===== src/rtl/apb_arb_pkg.sv =====
// Shared types and constants for the N-to-1 APB arbitrating mux.
package apb_arb_pkg;

  typedef enum logic [1:0] {
    ST_IDLE   = 2'd0,
    ST_SETUP  = 2'd1,
    ST_ACCESS = 2'd2,
    ST_RESP   = 2'd3
  } apb_state_e;

  localparam int ARB_RR    = 0;
  localparam int ARB_FIXED = 1;
  localparam int PPROT_W   = 3;

endpackage


===== src/rtl/apb_rr_arbiter.sv =====
// Combinational winner select: round-robin from a pointer, or lowest index first.
module apb_rr_arbiter #(
  parameter int NUM_MASTERS = 9,
  parameter int IDX_W       = $clog2(NUM_MASTERS)
) (
  input  logic [NUM_MASTERS-1:0] req,
  input  logic [IDX_W-1:0]       ptr,
  input  logic                   fixed_prio,
  output logic [NUM_MASTERS-1:0] gnt,
  output logic [IDX_W-1:0]       gnt_idx,
  output logic                   gnt_valid
);

  logic [IDX_W-1:0] cand_s;
  logic             hit_s;

  // Walk candidates in priority order; the first requesting one wins.
  always_comb begin
    gnt       = '0;
    gnt_idx   = '0;
    gnt_valid = 1'b0;
    cand_s    = '0;
    hit_s     = 1'b0;
    for (int i = 0; i < NUM_MASTERS; i++) begin
      cand_s       = fixed_prio ? IDX_W'(i) : IDX_W'((int'(ptr) + i) % NUM_MASTERS);
      hit_s        = !gnt_valid && req[cand_s];
      gnt[cand_s]  = gnt[cand_s] | hit_s;
      gnt_idx      = hit_s ? cand_s : gnt_idx;
      gnt_valid    = gnt_valid | hit_s;
    end
  end

endmodule


===== src/rtl/apb_arb_mux.sv =====
// N-requester to 1-completer APB mux with RR/fixed arbitration and an ACCESS watchdog.
module apb_arb_mux
  import apb_arb_pkg::*;
#(
  parameter int NUM_MASTERS    = 9,
  parameter int ADDR_W         = 32,
  parameter int DATA_W         = 32,
  parameter int ARB_MODE       = 0,
  parameter int TIMEOUT_CYCLES = 64
) (
  input  logic                                   PCLK,
  input  logic                                   PRESETn,
  input  logic [NUM_MASTERS-1:0]                 PSEL_s,
  input  logic [NUM_MASTERS-1:0]                 PENABLE_s,
  input  logic [NUM_MASTERS-1:0]                 PWRITE_s,
  input  logic [NUM_MASTERS-1:0][ADDR_W-1:0]     PADDR_s,
  input  logic [NUM_MASTERS-1:0][DATA_W-1:0]     PWDATA_s,
  input  logic [NUM_MASTERS-1:0][DATA_W/8-1:0]   PSTRB_s,
  input  logic [NUM_MASTERS-1:0][PPROT_W-1:0]    PPROT_s,
  output logic [NUM_MASTERS-1:0][DATA_W-1:0]     PRDATA_s,
  output logic [NUM_MASTERS-1:0]                 PREADY_s,
  output logic [NUM_MASTERS-1:0]                 PSLVERR_s,
  output logic                                   PSEL_m,
  output logic                                   PENABLE_m,
  output logic                                   PWRITE_m,
  output logic [ADDR_W-1:0]                      PADDR_m,
  output logic [DATA_W-1:0]                      PWDATA_m,
  output logic [DATA_W/8-1:0]                    PSTRB_m,
  output logic [PPROT_W-1:0]                     PPROT_m,
  input  logic [DATA_W-1:0]                      PRDATA_m,
  input  logic                                   PREADY_m,
  input  logic                                   PSLVERR_m,
  output logic [$clog2(NUM_MASTERS)-1:0]         grant_idx,
  output logic                                   busy,
  output logic                                   timeout_pulse
);

  localparam int IDX_W = $clog2(NUM_MASTERS);
  localparam int CNT_W = (TIMEOUT_CYCLES > 1) ? $clog2(TIMEOUT_CYCLES) : 1;
  localparam logic [CNT_W-1:0] CNT_LAST = CNT_W'(TIMEOUT_CYCLES - 1);
  localparam logic FIXED_PRIO = (ARB_MODE == ARB_FIXED);
  localparam logic WD_EN      = (TIMEOUT_CYCLES != 0);

  apb_state_e               state_r;
  logic [IDX_W-1:0]         ptr_r;
  logic [NUM_MASTERS-1:0]   gnt_oh_r;
  logic [CNT_W-1:0]         cnt_r;

  logic [NUM_MASTERS-1:0]   arb_gnt_s;
  logic [IDX_W-1:0]         arb_idx_s;
  logic                     arb_valid_s;
  logic                     rsp_fire_s;
  logic                     rsp_to_s;
  logic                     rsp_err_s;
  logic [DATA_W-1:0]        rsp_rdata_s;
  logic                     unused_s;

  // Requester PENABLE plays no part in arbitration.
  assign unused_s = ^PENABLE_s;

  apb_rr_arbiter #(
    .NUM_MASTERS (NUM_MASTERS),
    .IDX_W       (IDX_W)
  ) u_arb (
    .req        (PSEL_s),
    .ptr        (ptr_r),
    .fixed_prio (FIXED_PRIO),
    .gnt        (arb_gnt_s),
    .gnt_idx    (arb_idx_s),
    .gnt_valid  (arb_valid_s)
  );

  // ACCESS completion: slave ready wins over a same-cycle watchdog expiry.
  always_comb begin
    rsp_to_s    = 1'b0;
    rsp_fire_s  = 1'b0;
    rsp_err_s   = 1'b0;
    rsp_rdata_s = '0;
    if (state_r == ST_ACCESS) begin
      rsp_to_s    = WD_EN && !PREADY_m && (cnt_r == CNT_LAST);
      rsp_fire_s  = PREADY_m || rsp_to_s;
      rsp_err_s   = PREADY_m ? PSLVERR_m : 1'b1;
      rsp_rdata_s = (PREADY_m && !PWRITE_m) ? PRDATA_m : '0;
    end else begin
      rsp_fire_s  = 1'b0;
    end
  end

  // Transfer FSM with all downstream and requester-side outputs registered.
  always_ff @(posedge PCLK or negedge PRESETn) begin
    if (!PRESETn) begin
      state_r       <= ST_IDLE;
      ptr_r         <= '0;
      gnt_oh_r      <= '0;
      cnt_r         <= '0;
      PRDATA_s      <= '0;
      PREADY_s      <= '0;
      PSLVERR_s     <= '0;
      PSEL_m        <= 1'b0;
      PENABLE_m     <= 1'b0;
      PWRITE_m      <= 1'b0;
      PADDR_m       <= '0;
      PWDATA_m      <= '0;
      PSTRB_m       <= '0;
      PPROT_m       <= '0;
      grant_idx     <= '0;
      busy          <= 1'b0;
      timeout_pulse <= 1'b0;
    end else begin
      PREADY_s      <= '0;
      PSLVERR_s     <= '0;
      timeout_pulse <= 1'b0;
      case (state_r)
        ST_IDLE: begin
          if (arb_valid_s) begin
            gnt_oh_r  <= arb_gnt_s;
            grant_idx <= arb_idx_s;
            PWRITE_m  <= PWRITE_s[arb_idx_s];
            PADDR_m   <= PADDR_s[arb_idx_s];
            PWDATA_m  <= PWDATA_s[arb_idx_s];
            PSTRB_m   <= PWRITE_s[arb_idx_s] ? PSTRB_s[arb_idx_s] : '0;
            PPROT_m   <= PPROT_s[arb_idx_s];
            PSEL_m    <= 1'b1;
            PENABLE_m <= 1'b0;
            busy      <= 1'b1;
            state_r   <= ST_SETUP;
            if (!FIXED_PRIO) begin
              ptr_r <= (arb_idx_s == IDX_W'(NUM_MASTERS - 1)) ? '0 : arb_idx_s + IDX_W'(1);
            end
          end
        end
        ST_SETUP: begin
          PENABLE_m <= 1'b1;
          state_r   <= ST_ACCESS;
        end
        ST_ACCESS: begin
          if (rsp_fire_s) begin
            PSEL_m        <= 1'b0;
            PENABLE_m     <= 1'b0;
            PREADY_s      <= gnt_oh_r;
            PSLVERR_s     <= gnt_oh_r & {NUM_MASTERS{rsp_err_s}};
            timeout_pulse <= rsp_to_s;
            state_r       <= ST_RESP;
            for (int i = 0; i < NUM_MASTERS; i++) begin
              if (gnt_oh_r[i]) PRDATA_s[i] <= rsp_rdata_s;
            end
          end else begin
            cnt_r <= cnt_r + CNT_W'(1);
          end
        end
        ST_RESP: begin
          cnt_r   <= '0;
          busy    <= 1'b0;
          state_r <= ST_IDLE;
        end
        default: begin
          PSEL_m    <= 1'b0;
          PENABLE_m <= 1'b0;
          busy      <= 1'b0;
          cnt_r     <= '0;
          state_r   <= ST_IDLE;
        end
      endcase
    end
  end

endmodule


===== config.mk =====
export PLATFORM = sky130hd
export DESIGN_NAME = apb_arb_mux
export DESIGN_NICKNAME = d
export VERILOG_FILES = /design/src/rtl/apb_arb_pkg.sv /design/src/rtl/apb_rr_arbiter.sv /design/src/rtl/apb_arb_mux.sv
export SDC_FILE = /design/constraint.sdc
export NUM_CORES = 1
export LEC_CHECK = 0
export CAP_MARGIN = 30
export CELL_PAD_IN_SITES_DETAIL_PLACEMENT = 2
export CELL_PAD_IN_SITES_GLOBAL_PLACEMENT = 2
export CORE_AREA = 2 2 427 429
export CTS_BUF_LIST = sky130_fd_sc_hd__clkbuf_8 sky130_fd_sc_hd__clkbuf_16
export DETAILED_ROUTE_END_ITERATION = 10
export DIE_AREA = 0 0 429 431
export PLACE_DENSITY = 0.48
export SLEW_MARGIN = 20
export SYNTH_ARGS = -nofsm -noshare
export SYNTH_HDL_FRONTEND = slang
export SYNTH_HIERARCHICAL = 1
export SYNTH_SLANG_ARGS = --single-unit

===== constraint.sdc =====
create_clock -name PCLK -period 21.6 [get_ports PCLK]
set_input_delay 2.16 -clock PCLK [delete_from_list [all_inputs] [get_ports PCLK]]
set_output_delay 2.16 -clock PCLK [all_outputs]
set_load 0.03 [all_outputs]

Word level (Yosys, flattened, before mapping):

Memories as Yosys holds them, arrays and structs flattened.
Cells that the tools add are included.

* order comparisons: 19
* multiplexer cells: 103
* $add $sub $neg: 10
* eq/ne operators: 8
* reductions and logical operators: 50
* bitwise logic cells: 19
* div/mod/pow operators: 9

Operators with widths (number)
* $bmux 32 s4: 2
* $mod 32x5->32 const B: 8
* $mux 32: 3
* $bmux 1 s4: 18
* $bwmux 9: 8
* $lt 4x5->1 const B: 10
* $mux 4: 12
* $demux 1 s4: 9
* $ge 4x1->1 const B: 9
* $mux 1: 36
* $mux 9: 4
* $reduce_and 3->1: 11
* $mod 5x5->32 const B: 1
* $add 4x3->5 const B: 4
* $logic_and 1x1->1: 19
* $and 9x9->9: 2
* $or 1x1->1: 17
* $bmux 4 s4: 1
* $bmux 3 s4: 1
* $pmux 6 s2: 1
* $add 4x2->5 const B: 2
* $logic_not 1->1: 10
* $pmux 2 s4: 1
* $reduce_and 2->1: 4
* 18 further kinds: 25

* logic and storage cells: 244
* input bits: 702
* bits in read-only memories: 16
* register bits after elaboration: 407
* memories: 1

Memory list
* (name not given): words 16, bits a word 1, read ports 1, clocked after memory_dff 0, write ports 0, line apb_rr_arbiter.sv:27 `gnt[cand_s] = gnt[cand_s] | hit_s;`

Depth between registers and ports, before layout:

Gate-level depths: netlist (run 1).

* depth in word-level cells: 38
* depth in mapped cells: 36

Hierarchy:

The synthesis (run 1) kept the hierarchy.

Modules (own cells, without submodules)
* apb_arb_mux: instances 1, sequential area each 10184.8 µm², cells an instance 1373, area an instance 19418.6 µm²
* apb_rr_arbiter: instances 1, sequential area each 0.0 µm², cells an instance 1000, area an instance 6772.7 µm²

Worst setup path after synthesis (run 1):

No wires, ideal clock.

* path kind: register to register
* start: register ptr_r[0]
* end: register ptr_r[2]
* buffers on the path: 9
* slack: 14.030 ns
* cell stages (with the launch flop): 34
* arrival: 7.487 ns
* path through: dfrtp_1 buf_2 clkinv_1 clkbuf_1 clkbuf_1 ha_1 buf_1 inv_1 buf_2 ha_1 nor3_1 a21oi_1 xnor2_1 ha_1 nand3b_2 a211oi_1 a2111oi_4 a2111oi_0 a31oi_1 o211a_1 or4b_1 buf_2 o21ai_0 nor4_1 o21ai_1 buf_2 buf_2 buf_2 inv_1 ha_1 nand2_1 nand2_1 mux2_2 o21ai_0

* cells in the longest elaborated chain, start to end: 29

Ends and longest elaborated chain
* start: declaration: line apb_arb_mux.sv:45 `logic [IDX_W-1:0] ptr_r;`
* start signal: assignment: line apb_arb_mux.sv:128 `ptr_r <= (arb_idx_s == IDX_W'(NUM_MASTERS - 1)) ? '0 : arb_idx_s + IDX_W'(1);`
* $add 4x1->5 / $mod 5x5->32 (equally long branches): line apb_rr_arbiter.sv:25 `cand_s = fixed_prio ? IDX_W'(i) : IDX_W'((int'(ptr) + i) % NUM_MASTERS);`
* $mod 32x5->32 / $bmux 1 s4 (equally long branches): line apb_rr_arbiter.sv:25, apb_rr_arbiter.sv:26
* $bmux 1 s4 / $mux 1 (equally long branches): line apb_rr_arbiter.sv:26 `hit_s = !gnt_valid && req[cand_s];`
* $mux 1 (not written as such) / $logic_not 1->1 (equally long branches): line apb_rr_arbiter.sv:26
* $logic_and 1x1->1: line apb_rr_arbiter.sv:26
* $or 1x1->1: line apb_rr_arbiter.sv:29 `gnt_valid = gnt_valid | hit_s;`
* $logic_not 1->1: line apb_rr_arbiter.sv:26
* $logic_and 1x1->1: line apb_rr_arbiter.sv:26
* [... 14 more ...]
* $logic_and 1x1->1: line apb_rr_arbiter.sv:26
* $or 1x1->1: line apb_rr_arbiter.sv:29
* $logic_not 1->1: line apb_rr_arbiter.sv:26
* $logic_and 1x1->1: line apb_rr_arbiter.sv:26
* $mux 4 *: line apb_rr_arbiter.sv:28 `gnt_idx = hit_s ? cand_s : gnt_idx;`
* via arb_idx_s[1]: line apb_arb_mux.sv:50 `logic [IDX_W-1:0] arb_idx_s;`
* $add 4x1->4 / $eq 4x4->1 (equally long branches): line apb_arb_mux.sv:128
* $mux 4 *: line apb_arb_mux.sv:128

The timed path passes the listed nets; every way through them passes the cells marked *. The select of a mux whose other input is x is not followed.
A chain may end at the register's enable or synchronous reset.

Worst setup path in the final report (run 1):

* start: register ptr_r[0]
* end: register PSTRB_m[3]

* cells in the longest elaborated chain, start to end: 30

Ends and longest elaborated chain
* $add 4x1->5 / $mod 5x5->32 (equally long branches): line apb_rr_arbiter.sv:25
* $mod 32x5->32 / $bmux 1 s4 (equally long branches): line apb_rr_arbiter.sv:25, apb_rr_arbiter.sv:26
* $bmux 1 s4 / $mux 1 (equally long branches): line apb_rr_arbiter.sv:26
* $mux 1 (not written as such) / $logic_not 1->1 (equally long branches): line apb_rr_arbiter.sv:26
* $logic_and 1x1->1: line apb_rr_arbiter.sv:26
* $or 1x1->1: line apb_rr_arbiter.sv:29
* $logic_not 1->1: line apb_rr_arbiter.sv:26
* $logic_and 1x1->1: line apb_rr_arbiter.sv:26
* [... 15 more ...]
* $or 1x1->1: line apb_rr_arbiter.sv:29
* $logic_not 1->1: line apb_rr_arbiter.sv:26
* $logic_and 1x1->1: line apb_rr_arbiter.sv:26
* $mux 4 *: line apb_rr_arbiter.sv:28
* via arb_idx_s[0]: line apb_arb_mux.sv:50
* $bmux 4 s4 / $bmux 1 s4 (equally long branches): line apb_arb_mux.sv:121 `PSTRB_m <= PWRITE_s[arb_idx_s] ? PSTRB_s[arb_idx_s] : '0;`
* $mux 4 (not written as such) / $mux 1 (equally long branches): line apb_arb_mux.sv:121
* $mux 4 *: line apb_arb_mux.sv:121
* end signal: assignment: line apb_arb_mux.sv:121
* end: declaration: line apb_arb_mux.sv:28 `output logic [DATA_W/8-1:0] PSTRB_m,`

Marks and branches as above.

==> flow_metrics.tcl, run 1 <==
set metrics [dict create \
    clkTransAtPathRegs_ns 0.07 \
    drcViolationCount 0 \
    viasPerCell 4.655 \
    dpl_cell_area_sq_um 39350 \
    grt_pass1_wl_microns 284700 \
    htree_levels 2 \
    grt_overflow 0 \
    antenna_left 0 \
    synth_cell_types 122 \
    async_flop_share_pct 100.0 \
    finClkSkew_ns 0.05420 \
    num_io_pins 1088 \
    worst_setup_path_start_kind "flop" \
    regArea_sq_um 10190 \
    fillerInstances 19960 \
    cts_buffer_depth 3 \
    wl_per_cell_microns 37.67 \
    cts-root-buf "clkbuf_16" \
    syn2layout_area_growth_pct 58.40 \
    drt_wl_total_microns 218400 \
    insertion_delay_ns 0.70 \
    layout-drive-gt1-share_pct 12.13 \
    drtIter0Drc 1720 \
    slew_violations 0 \
    ys_seq_area_share_pct 38.89 \
    num_rows 156 \
    maxCapViolCount 0 \
    setup_viol 0 \
    clock_power_share_pct 10.8 \
    timing.final.hold_violations 0 \
    core-area_sq_um 180200 \
    worstHoldPathType "flop to flop" \
    ys_ff_latch 407 \
    crit_path_max_fanout 33 \
    clock-sinks 407 \
    fin_crit_sh_pct 48.80 \
    period_needed_ns 10.54 \
    worstPathRequired_ns 22.12 \
    setup_slack_ns 11.06 \
    final_cell_mix "clkdlybuf4s50_1 (1077), dfrtp_1 (406), a22o_1 (296)" \
    syn_inst 2373 \
    peakVddDrop_mv 0.3669 \
    synth-main-ff-cell "dfrtp_1" \
    firstDrtPassIters 5 \
    cts_tree "built" \
    track_usage_pct 22.85 \
    dp_hpwl_microns 179500 \
    gp_congestion 0.8920 \
    initial_utilization_pct 14.54 \
    grt_pass1_vias 28270 \
    status "finished, final reports clean" \
    crit_path_end_kind "flop" \
    synth.avg_cell_area_sq_um 11.04 \
    multiInputGateArea_sq_um 14650 \
    final.setup.tns_ns 0 \
    seqPwrFrac_pct 13.4 \
    worst-setup-path-type "flop to flop" \
    layout.nets 4088 \
    cts_buffers 57 \
    p_leak_uw 0.01631 \
    p_comb_share_pct 75.8 \
    switching_share_pct 53.16 \
    worstMarginPinSlew_ns 1.087 \
    synth.cell_area_sq_um 26190 \
    switching_power_uw 4919 \
    vias 26990 \
    pre_cts_ws_ns 10.85 \
    cts_resized 0 \
    synth_edf_count 0 \
    pwr_density_cell_nw_per_um2 223.1 \
    design_area_sq_um 41490 \
    fp.dieW_microns 429 \
    grt_max_degree 143 \
    ctsHoldBuffers 0 \
    portBuffers 1078 \
    synth_warnings 6 \
    grt_antenna_before_repair 153 \
    worst_ep_arrival_time_ns 11.06 \
    postCtsSetupRepairBufs 0 \
    die_h_microns 431 \
    internal-power_uw 4335 \
    clock.fmax_ghz 0.09487 \
    slew_headroom_pct 27.52 \
    final_common_cell "clkdlybuf4s50_1" \
    dieArea_sq_um 184900 \
    rsz0062_at_grt "no" \
]
==> synth_stat cells, types with 10 or more instances <==
master	instances	area, sq um
a211o_1	14	122.6
a211oi_1	18	135.1
a21o_1	22	165.2
a21oi_1	67	335.3
a22o_1	296	2592
a22oi_1	81	608.1
a31oi_1	26	162.7
a32oi_1	15	131.4
and2_1	24	150.1
buf_1	42	157.7
buf_2	78	390.4
buf_4	25	187.7
buf_6	14	157.7
clkbuf_1	73	274.0
dfrtp_1	407	10180
ha_1	57	713.2
inv_1	63	236.5
mux2_2	25	281.5
mux2i_1	92	920.9
mux4_2	140	3153
nand2_1	95	356.6
nand2b_1	17	106.4
nand3_1	45	225.2
nand4_1	16	100.1
nor2_1	82	307.8
nor2b_1	21	131.4
nor3_1	51	255.2
nor4_1	23	143.9
o211ai_1	25	187.7
o21a_1	11	82.58
o21ai_0	116	580.6
o21ai_1	10	50.05
or3_1	14	87.58
xnor2_1	14	122.6
==> cell type report <==
type / instances / area share (%)
multi-input combinational: 1665 / 35.32
timing repair buffer: 1129 / 27.31
tap: 2370 / 7.148
clock buffer: 70 / 3.869
clock inverter: 32 / 0.8324
sequential: 407 / 24.55
antenna: 55 / 0.3318
inverter: 69 / 0.6424
==> power groups by stage <==
stage	sequential (uW)	combinational, uW	clock [uW]
CTS	1240	7140	1030
global placement	1240	7060	0
floorplan	1760	3690	0
detailed placement	1250	7110	0
finish	1240	7010	1000
global route	1280	7440	1060
==> worst paths after layout <==
check | startpoint | end | slack [ns] | depth (start not counted)
max reg2reg | ptr_r[0] | PSTRB_m[3] | 11.06 | 26
min in group asynchronous | PRESETn | PRDATA_s[15] | 1.52 | 1
max in group asynchronous | PRESETn | ptr_r[0] | 17.66 | 3
max | ptr_r[0] | PSTRB_m[3] | 11.06 | 26
min | PRDATA_s[92] | PRDATA_s[92] | 0.50 | 1
min reg2reg | PRDATA_s[92] | PRDATA_s[92] | 0.50 | 1
==> per-layer routing <==
layer	vias to the layer above	share of wire [%]	global-route usage, %	wire length [microns]
met2	1039	52	41.76	113800
met3	395	5.3	4.642	11580
met1	14220	35	23.96	77250
li1	11310	-	-	-
met4	30	7.1	14.16	15600
met5	-	0.094	0	205
==> worst max-delay path, stage by stage, from the launching register on <==
cell and delay (ns):
dfrtp_2 0.55, clkinv_1 0.11, buf_4 0.21, ha_1 0.52
xnor2_2 0.50, inv_2 0.17, ha_1 0.25, nor3_1 0.41
a21oi_1 0.15, xnor2_1 0.57, ha_1 0.30, nand3b_2 0.16
a21o_1 0.26, o311ai_0 0.81, a221oi_1 0.25, o211ai_1 0.39
nand4_1 0.52, nor2_1 0.58, o21ai_0 0.17, nand4_1 0.35
buf_4 0.44, buf_12 0.29, buf_4 0.56, mux4_2 0.58
a2bb2oi_1 0.15, a22oi_2 0.75, o21ai_0 0.22
==> flip-flops by register name, indices dropped and copies added, names as in the netlist <==
signal	cells
PRDATA_s	288
state_r	2
PSEL_m	1
PSTRB_m	4
PADDR_m	32
PWRITE_m	1
ptr_r	4
gnt_oh_r	9
grant_idx	4
busy	1
cnt_r	6
timeout_pulse	1
PREADY_s	9
PSLVERR_s	9
PWDATA_m	32
PPROT_m	3
PENABLE_m	1
==> through the flow <==
stage                     utilization (%)  hold WS (ns)  total power (uW)  std cells
final                               23.03        0.5001              9254       5797
after global routing                23.01        0.5124              9779       5785
after detailed placement            21.84        0.4871              8363       5636
after floorplan                         -        0.4884              5458       2374
after CTS                           22.92        0.5006              9410       5738
after global placement              21.75        0.4632              8306       5629
==> cells by family after synthesis <==
family / after synthesis / share of synthesized area, %
AO/OA/AOI/OAI: 843 / 24.94
XOR/XNOR: 21 / 0.8169
adder cells (fa/ha/maj): 57 / 2.723
buffers and inverters: 302 / 5.475
flip-flops: 407 / 38.89
multiplexers: 260 / 16.79
other: 1 / 0.01432
AND/OR/NAND/NOR: 482 / 10.36
Note: power is estimated with default switching activity, not from simulation.
==> run 2, diff against run 1 <==
CORE_AREA = 2 2 418 420   (was 2 2 427 429)
DIE_AREA = 0 0 420 422   (was 0 0 429 431)
PLACE_DENSITY = 0.5   (was 0.48)
clock period = 10.45 ns   (was 21.6 ns; I/O delays follow)
==> run 2 against run 1 <==
Against the previous run: clock skew decreased by 0.0038 ns; utilization up 1.2 points; sequential share of layout area is 0.27 points lower; via count barely moved; clock power rose by 100%; largest power group unchanged; non-clock buffer count increased by 46; cell area up 1.1%; sequential cell count unchanged; final cell count grew 0.41%.
==> flow_metrics.tcl, run 2 (synthesized netlist as in run 1, its figures left out) <==
set metrics [dict create \
    slew_headroom_pct 29.08 \
    clkTransAtPathRegs_ns 0.06 \
    initial_utilization_pct 15.15 \
    cts-root-buf "clkbuf_16" \
    cts_buffer_depth 3 \
    holdWs_ns 0.4258 \
    vias 27010 \
    pwr_density_cell_nw_per_um2 463.4 \
    ctsHoldBuffers 0 \
    p_comb_share_pct 76.4 \
    clock.fmax_ghz 0.1230 \
    clock_power_share_pct 10.4 \
    final_cell_mix "clkdlybuf4s50_1 (1077), dfrtp_1 (406), a22o_1 (296)" \
    design_area_sq_um 41950 \
    final.setup.tns_ns 0 \
    r2r_start "ptr_r[2]" \
    insertion_delay_ns 0.69 \
    reg2reg_depth 25 \
    switching_power_uw 10040 \
    internal-power_uw 9402 \
    cp.buffers_inverters 7 \
    cpMaxStageDelayCell "o21ai_0" \
    track_usage_pct 24.43 \
    worstMarginPinSlew_ns 1.056 \
    pre_cts_ws_ns 2.278 \
    grt_antenna_before_repair 175 \
    multiInputGateArea_sq_um 14650 \
    path_delay_family "compound AO/OA/AOI/OAI gates" \
    cts_tree "built" \
    portBuffers 1078 \
    seqPwrFrac_pct 13.3 \
    crit_path_max_fanout 18 \
    worstPathRequired_ns 10.96 \
    top_regs "PRDATA_s: 288 flops, PADDR_m: 32 flops, PWDATA_m: 32 flops" \
    p_leak_uw 0.01658 \
    clock-sinks 407 \
    worst_ep_arrival_time_ns 8.64 \
    crit_end "PADDR_m[25]" \
    crit_path_start "ptr_r[2]" \
    drtIter0Drc 1620 \
    final_common_cell "clkdlybuf4s50_1" \
    dp_hpwl_microns 185600 \
    layout-drive-gt1-share_pct 13.17 \
    r2r-end "PADDR_m[25]" \
    fp.dieW_microns 420 \
    timing.final.hold_violations 0 \
    dpl_cell_area_sq_um 39800 \
    crit_cells 25 \
    drcViolationCount 0 \
    core-area_sq_um 172900 \
    dieArea_sq_um 177200 \
    die_h_microns 422 \
    status "finished, final reports clean" \
    largest_register "PRDATA_s" \
    grt_overflow 0 \
    regArea_sq_um 10190 \
    layout.nets 4132 \
    antenna_left 0 \
    setup_viol 0 \
    worst-setup-path-type "flop to flop" \
    cts_buffers 55 \
    switching_share_pct 51.64 \
    critPathMaxStageDelay_ns 0.72 \
    grt_max_degree 155 \
    gp_congestion 0.9118 \
    crit_path_end_kind "flop" \
    num_rows 153 \
    peakVddDrop_mv 0.4082 \
    largest_reg_flops 288 \
    rsz0062_at_grt "no" \
    viasPerCell 4.640 \
    finClkSkew_ns 0.05037 \
    postCtsSetupRepairBufs 0 \
    worst_setup_path_start_kind "flop" \
    fin_crit_sh_pct 77.78 \
    grt_pass1_vias 28660 \
    grt_pass1_wl_microns 288900 \
    period_needed_ns 8.128 \
    fillerInstances 19170 \
    maxCapViolCount 0 \
    slew_violations 0 \
    r2r_slack_ns 2.32 \
    power.total_uw 19440 \
    num_io_pins 1088 \
    drt_wl_total_microns 223400 \
    cts_resized 0 \
    worstHoldPathType "primary input to asynchronous set/reset pin" \
    firstDrtPassIters 5 \
    syn2layout_area_growth_pct 60.16 \
    setup_slack_ns 2.322 \
    htree_levels 2 \
    wl_per_cell_microns 38.38 \
]
## run 2: power by group through the flow
stage                     logic [uW]  registers (uW)  clock network, uW
after floorplan                 7630            3650                  0
after global placement         14900            2580                  0
after detailed placement       15100            2600                  0
after CTS                      15100            2580               2080
after global routing           15700            2660               2130
final                          14800            2580               2020
## run 2: cell type report
cell class	count	area share, %
tap	2325	6.935
antenna	79	0.4713
multi-input combinational	1665	34.93
timing repair buffer	1175	28.19
clock buffer	70	3.773
sequential	407	24.28
inverter	69	0.6353
clock inverter	31	0.7844
## run 2: routing by layer
layer / wire, microns / vias to the layer above / global-route usage [%]
met3: 13380 / 447 / 5.448
met2: 113600 / 1067 / 43.21
met4: 19120 / 44 / 18.02
met1: 77070 / 14040 / 25.13
met5: 277 / - / 0
li1: - / 11420 / -
## run 2: how the worst min path moves through the flow
| stage | slack, ns | end |
|---|---|---|
| after floorplan | 0.49 | PSLVERR_s[0] |
| after global placement | 0.46 | grant_idx[2] |
| after detailed placement | 0.47 | PSTRB_m[0] |
| after CTS | 0.45 | PRDATA_s[272] |
| after global routing | 0.49 | PRDATA_s[271] |
| final | 0.43 | PRDATA_s[49] |
## run 2: stage by stage
step / util [%] / cells
2_1_floorplan: - / 2374
3_3_place_gp: 22.93 / 5630
3_5_place_dp: 23.03 / 5638
4_1_cts: 24.13 / 5739
5_1_grt: 24.25 / 5810
6_report: 24.27 / 5821
## run 2: worst register-to-register path, stage by stage, from the launching register on
cell and delay, ns:
dfrtp_1 0.55, inv_1 0.34, ha_1 0.20, buf_4 0.28
inv_1 0.18, o21ai_0 0.72, o21ai_1 0.18, xnor2_1 0.40
inv_1 0.26, ha_1 0.31, nor2b_1 0.19, nand4_1 0.17
a31o_2 0.40, o211ai_1 0.44, mux4_2 0.55, nor3b_1 0.16
or2_1 0.37, nor4b_4 0.37, nand2_1 0.12, nand4_1 0.17
buf_12 0.23, buf_4 0.35, mux4_2 0.56, mux2i_1 0.22
buf_4 0.17, o21ai_0 0.09
==> run 3, diff against run 2 <==
CORE_AREA = 2 2 422 424   (was 2 2 418 420)
DIE_AREA = 0 0 424 426   (was 0 0 420 422)
PLACE_DENSITY = 0.51   (was 0.5)
clock period = 6.75 ns   (was 10.45 ns; I/O delays follow)
==> run 3 against run 2 <==
Against the previous run: non-clock buffer count is 316 higher; total power is 78% higher; clock skew is 0.0092 ns lower; wire length is 0.53% lower; fmax is 24% higher; via count is 4.2% higher; largest power group unchanged.
==> flow_metrics.tcl, run 3 (synthesized netlist as in run 1, its figures left out) <==
set metrics [dict create \
    setup_slack_ns 0.2018 \
    slew_headroom_pct 33.73 \
    grt_overflow 0 \
    portBuffers 1078 \
    antenna_left 0 \
    wl_met3_microns 9571 \
    worstPathRequired_ns 7.28 \
    power.total_uw 34630 \
    largest_register "PRDATA_s" \
    viasPerCell 4.584 \
    wl_per_cell_microns 36.21 \
    worst_setup_path_start_kind "flop" \
    reg2reg_depth 25 \
    worst_ep_arrival_time_ns 7.08 \
    cp_common_cell "buf_4" \
    fillerInstances 19520 \
    cts-root-buf "clkbuf_16" \
    fin_util_pct 25.57 \
    worstMarginPinSlew_ns 0.9941 \
    timing.final.hold_violations 0 \
    dr_wl_met2_microns 114700 \
    num_io_pins 1088 \
    fin_crit_sh_pct 97.01 \
    core-area_sq_um 175700 \
    grt_pass1_vias 29860 \
    die_h_microns 426 \
    clock.fmax_ghz 0.1527 \
    pwr_density_cell_nw_per_um2 770.6 \
    slew_violations 0 \
    fp.dieW_microns 424 \
    cts_buffers 54 \
    top_regs "PRDATA_s: 288 flops, PADDR_m: 32 flops, PWDATA_m: 32 flops" \
    num_rows 154 \
    htree_levels 2 \
    layout-drive-gt1-share_pct 21.80 \
    worstHoldPathType "primary input to asynchronous set/reset pin" \
    track_usage_pct 23.60 \
    holdWs_ns 0.007711 \
    peakVddDrop_mv 0.3497 \
    drtIter0Drc 1794 \
    regArea_sq_um 10190 \
    maxCapViolCount 0 \
    routed.top_layer "met5" \
    syn2layout_area_growth_pct 71.59 \
    dieArea_sq_um 180600 \
    p_leak_uw 0.01827 \
    setup_viol 0 \
    insertion_delay_ns 0.68 \
    grt_antenna_before_repair 136 \
    clock-sinks 407 \
    clkTransAtPathRegs_ns 0.06 \
    worst-setup-path-type "flop to flop" \
    crit_path_max_fanout 14 \
    drt_wl_total_microns 222300 \
    pre_cts_ws_ns -0.1519 \
    cts_buffer_depth 3 \
    largest_reg_flops 288 \
    period_needed_ns 6.548 \
    post_layout_nonfiller_instances 6138 \
    rsz0062_at_grt "yes" \
    cpMaxStageDelayCell "mux4_2" \
    dp_hpwl_microns 185200 \
    drcViolationCount 0 \
    final_cell_mix "clkdlybuf4s50_1 (1077), dfrtp_1 (406), buf_4 (353)" \
    wirelength_met1_microns 80650 \
    grt_max_degree 141 \
    grt_pass1_wl_microns 288300 \
    final_common_cell "clkdlybuf4s50_1" \
    finClkSkew_ns 0.04120 \
    critPathMaxStageDelay_ns 0.69 \
    firstDrtPassIters 5 \
    multiInputGateArea_sq_um 15010 \
    layout.nets 4447 \
    crit_path_end_kind "flop" \
    initial_utilization_pct 14.90 \
    ctsHoldBuffers 0 \
    cts_tree "built" \
    status "finished, final reports clean" \
    gp_congestion 0.9020 \
    dp_cells 5933 \
    vias 28140 \
]
## run 3: cell count changes in the layout (fill, tap and decap cells not counted), sizes merged
cell      before  now
buf           98  412
clkbuf        70   63
clkinv        12   10
clkinvlp       2    3
diode         79   69
inv           82   88
## run 3: final timing paths
| path | from | endpoint | slack [ns] |
|---|---|---|---|
| max in group asynchronous | PRESETn | PADDR_m[0] | 5.29 |
| min in group PCLK | grant_idx[2] | grant_idx[2] | 0.48 |
| worst max-delay path | ptr_r[1] | PWDATA_m[8] | 0.20 |
| worst max register to register | ptr_r[1] | PWDATA_m[8] | 0.20 |
| worst min register to register | grant_idx[2] | grant_idx[2] | 0.48 |
| worst min-delay path | PRESETn | PRDATA_s[273] | 0.008 |
## run 3: per-stage QoR
step | instance area (sq um) | TNS, ns
floorplan | 26260 | -0.5842
global placement | 42080 | 0
detailed placement | 42220 | -1.821
CTS | 44210 | 0
global route | 44920 | -0.3414
finish | 44940 | 0
## run 3: area by class of cell
type / instances / share of cell area (%)
clock buffers: 61 / 3.221
inverters: 69 / 0.6042
flip-flops and latches: 407 / 22.67
clock inverters: 36 / 0.7656
diodes: 69 / 0.3842
multi-input cells: 1665 / 33.40
well taps: 2340 / 6.515
repair buffers: 1491 / 32.45
## run 3: critical path, delay by kind of cell, from the launching register on
kind            cells  cell delay (ns)
fa+ha+maj           2             0.58
buf+inv             7             1.21
mux                 2             0.80
compound gates      6             1.07
xor+xnor            1             0.14
simple gates        7             2.13
flops               1             0.43
## run 3: repair_timing
item | in CTS | in global routing
endpoints found under the setup margin | 60 | 76
pin swaps | 4 | 10
gates resized for setup | 10 | 79
setup buffers | 10 | 30
cloned | 2 | 0
## run 3: per-layer routing
metal / track usage, % / vias up
met3: 3.672 / 356
li1: - / 12060
met4: 17.14 / 16
met5: 0 / -
met1: 25.28 / 14680
met2: 42.10 / 1025
## run 3: power breakdown
| part | switching (uW) | internal (uW) |
|---|---|---|
| Clock | 1300 | 1690 |
| Combinational | 15000 | 12600 |
| Sequential | 597 | 3400 |
==> variant: new RTL, settings of run 1 <==
Change the parameter `ARB_MODE` from 0 to 1.
--- a/src/rtl/apb_arb_mux.sv
+++ b/src/rtl/apb_arb_mux.sv
@@ -5,7 +5,7 @@
   parameter int NUM_MASTERS    = 9,
   parameter int ADDR_W         = 32,
   parameter int DATA_W         = 32,
-  parameter int ARB_MODE       = 0,
+  parameter int ARB_MODE       = 1,
   parameter int TIMEOUT_CYCLES = 64
 ) (
   input  logic                                   PCLK,
Check against the original RTL: not settled (the Yosys comparison gave no result); the edit may change what the design does.
==> variant against run 1 <==
  * Count of clock-buffer cells in the layout is 8 lower
  * Clock skew is 0.021 ns lower
  * Sequential cell count is 4 lower
  * Setup slack better by 1.7 ns
  * Cell count is 0.74% lower
  * Register-to-register slack better by 7.4 ns
  * Design area is 1.8% higher
  * Synthesized cell count is 2.1% lower
  * Synthesized area is 4.4% higher
  * Largest cell class unchanged
  * Wire length is 15% lower
  * Die area stayed put
Power is not compared: it rests on default switching activity, and its combinational part moved more than twofold at a synthesized area within 25%.
==> variant: results (changes against run 1) <==
Clocking
  – Num CTS Buffers: 54 (was 57)
  – Clk slew on worst S/H paths: 0.05 ns (was 0.07 ns)
  – Worst-skew pair later-pin latency: 0.66 ns (was 0.70 ns)

Placed design
  – Dpl hpwl: 151000 microns (was 180000 microns)
  – GPL Wtd Cong: 0.872 (was 0.892)
  – Setup WS pre-CTS: 11.90 ns (was 10.85 ns)
  – Cell Area, Placed: 40300 sq um (was 39300 sq um)
  – Dpl cells: 5638 (was 5636)

Setup path
  – Critical R2R Capture: PWDATA_m[13]$_DFFE_PN0P_ (was PSTRB_m[3]$_DFFE_PN0P_)
  – Arr. time, crit path: 9.33 ns (was 11.06 ns)
  – Worst-path fanout max: 42 (was 33)
  – Top Family by Delay on Critical Path: buffers and inverters (was compound AO/OA/AOI/OAI gates)
  – Slowest CP cell: buf_4 (was o311ai_0)
  – Reg2reg start: state_r[0]$_DFFE_PN0P_ (was ptr_r[0]$_DFFE_PN0P_)
  – Worst R2R Setup Slack: 18.47 ns (was 11.06 ns)
  – Worst stage delay on the critical path: 0.77 ns (was 0.81 ns)

Worst hold path
  – Hold Startpoint: gnt_oh_r[1]$_DFFE_PN0P_ (was PRDATA_s[92]$_DFFE_PN0P_)
  – Hold endpoint: gnt_oh_r[1]$_DFFE_PN0P_ (was PRDATA_s[92]$_DFFE_PN0P_)
  – Hold Path Depth: 2 (was 1)

Global routing
  – GR Util met3: 0.0520 (was 0.0464)
  – Grt met2 use: 0.317 (was 0.418)
  – Total GRT Usage: 0.193 (was 0.229)
  – GR Util met1: 0.252 (was 0.240)
  – Global-route wire length before repair: 248000 microns (was 285000 microns)
  – Vias in the first global route: 26630 (was 28269)

Drt
  – Met2 wire len: 86800 microns (was 114000 microns)
  – Initial drt markers: 1415 (was 1720)
  – DR WL/cell: 32.3 microns (was 37.7 microns)
  – Wire length on met3: 13000 microns (was 11600 microns)
  – Via density: 4.39 (was 4.65)

Logic synthesis
  – Ys Warns: 14 (was 6)
  – Mapped Cells: 2323 (was 2373)

Power and ir drop
  – Total Power: 0.00482 W

Finish
  – Share of layout cells above drive strength 1: 0.191 (was 0.121)

STA
  – Maximum clock rate: 113 MHz (was 94.9 MHz)
  – Hold_ws: 0.469 ns (was 0.500 ns)
  – Skew final: 0.0332 ns (was 0.0542 ns)

Status
  – Outcome: completed (unchanged)
## variant: cell count changes after synthesis, sizes merged, moves of 17 or more
cell          run 1  this run
a22o            296         3
a31oi            28        11
a21oi            72        50
inv              68        51
mux2             26       295
nand2            96       135
buf             159       113
and2             33        57
## variant: final cells by class
cell class | instances | area [sq um]
flip-flops and latches | 403 | 10100
well taps | 2370 | 2970
diodes | 18 | 45.0
clock inverters | 35 | 420
clock buffers | 62 | 1460
repair buffers | 1109 | 11100
fillers | 19976 | 138000
multi-input cells | 1706 | 16000
inverters | 51 | 191
## variant: kinds of logic after synthesis
| kind of cell | synth area share |
|---|---|
| AO/OA/AOI/OAI | 0.136 |
| XOR/XNOR | 0.0112 |
| adder cells (fa/ha/maj) | 0.0252 |
| buffers and inverters | 0.0549 |
| flip-flops | 0.369 |
| multiplexers | 0.299 |
| other | 0.000275 |
| AND/OR/NAND/NOR | 0.104 |
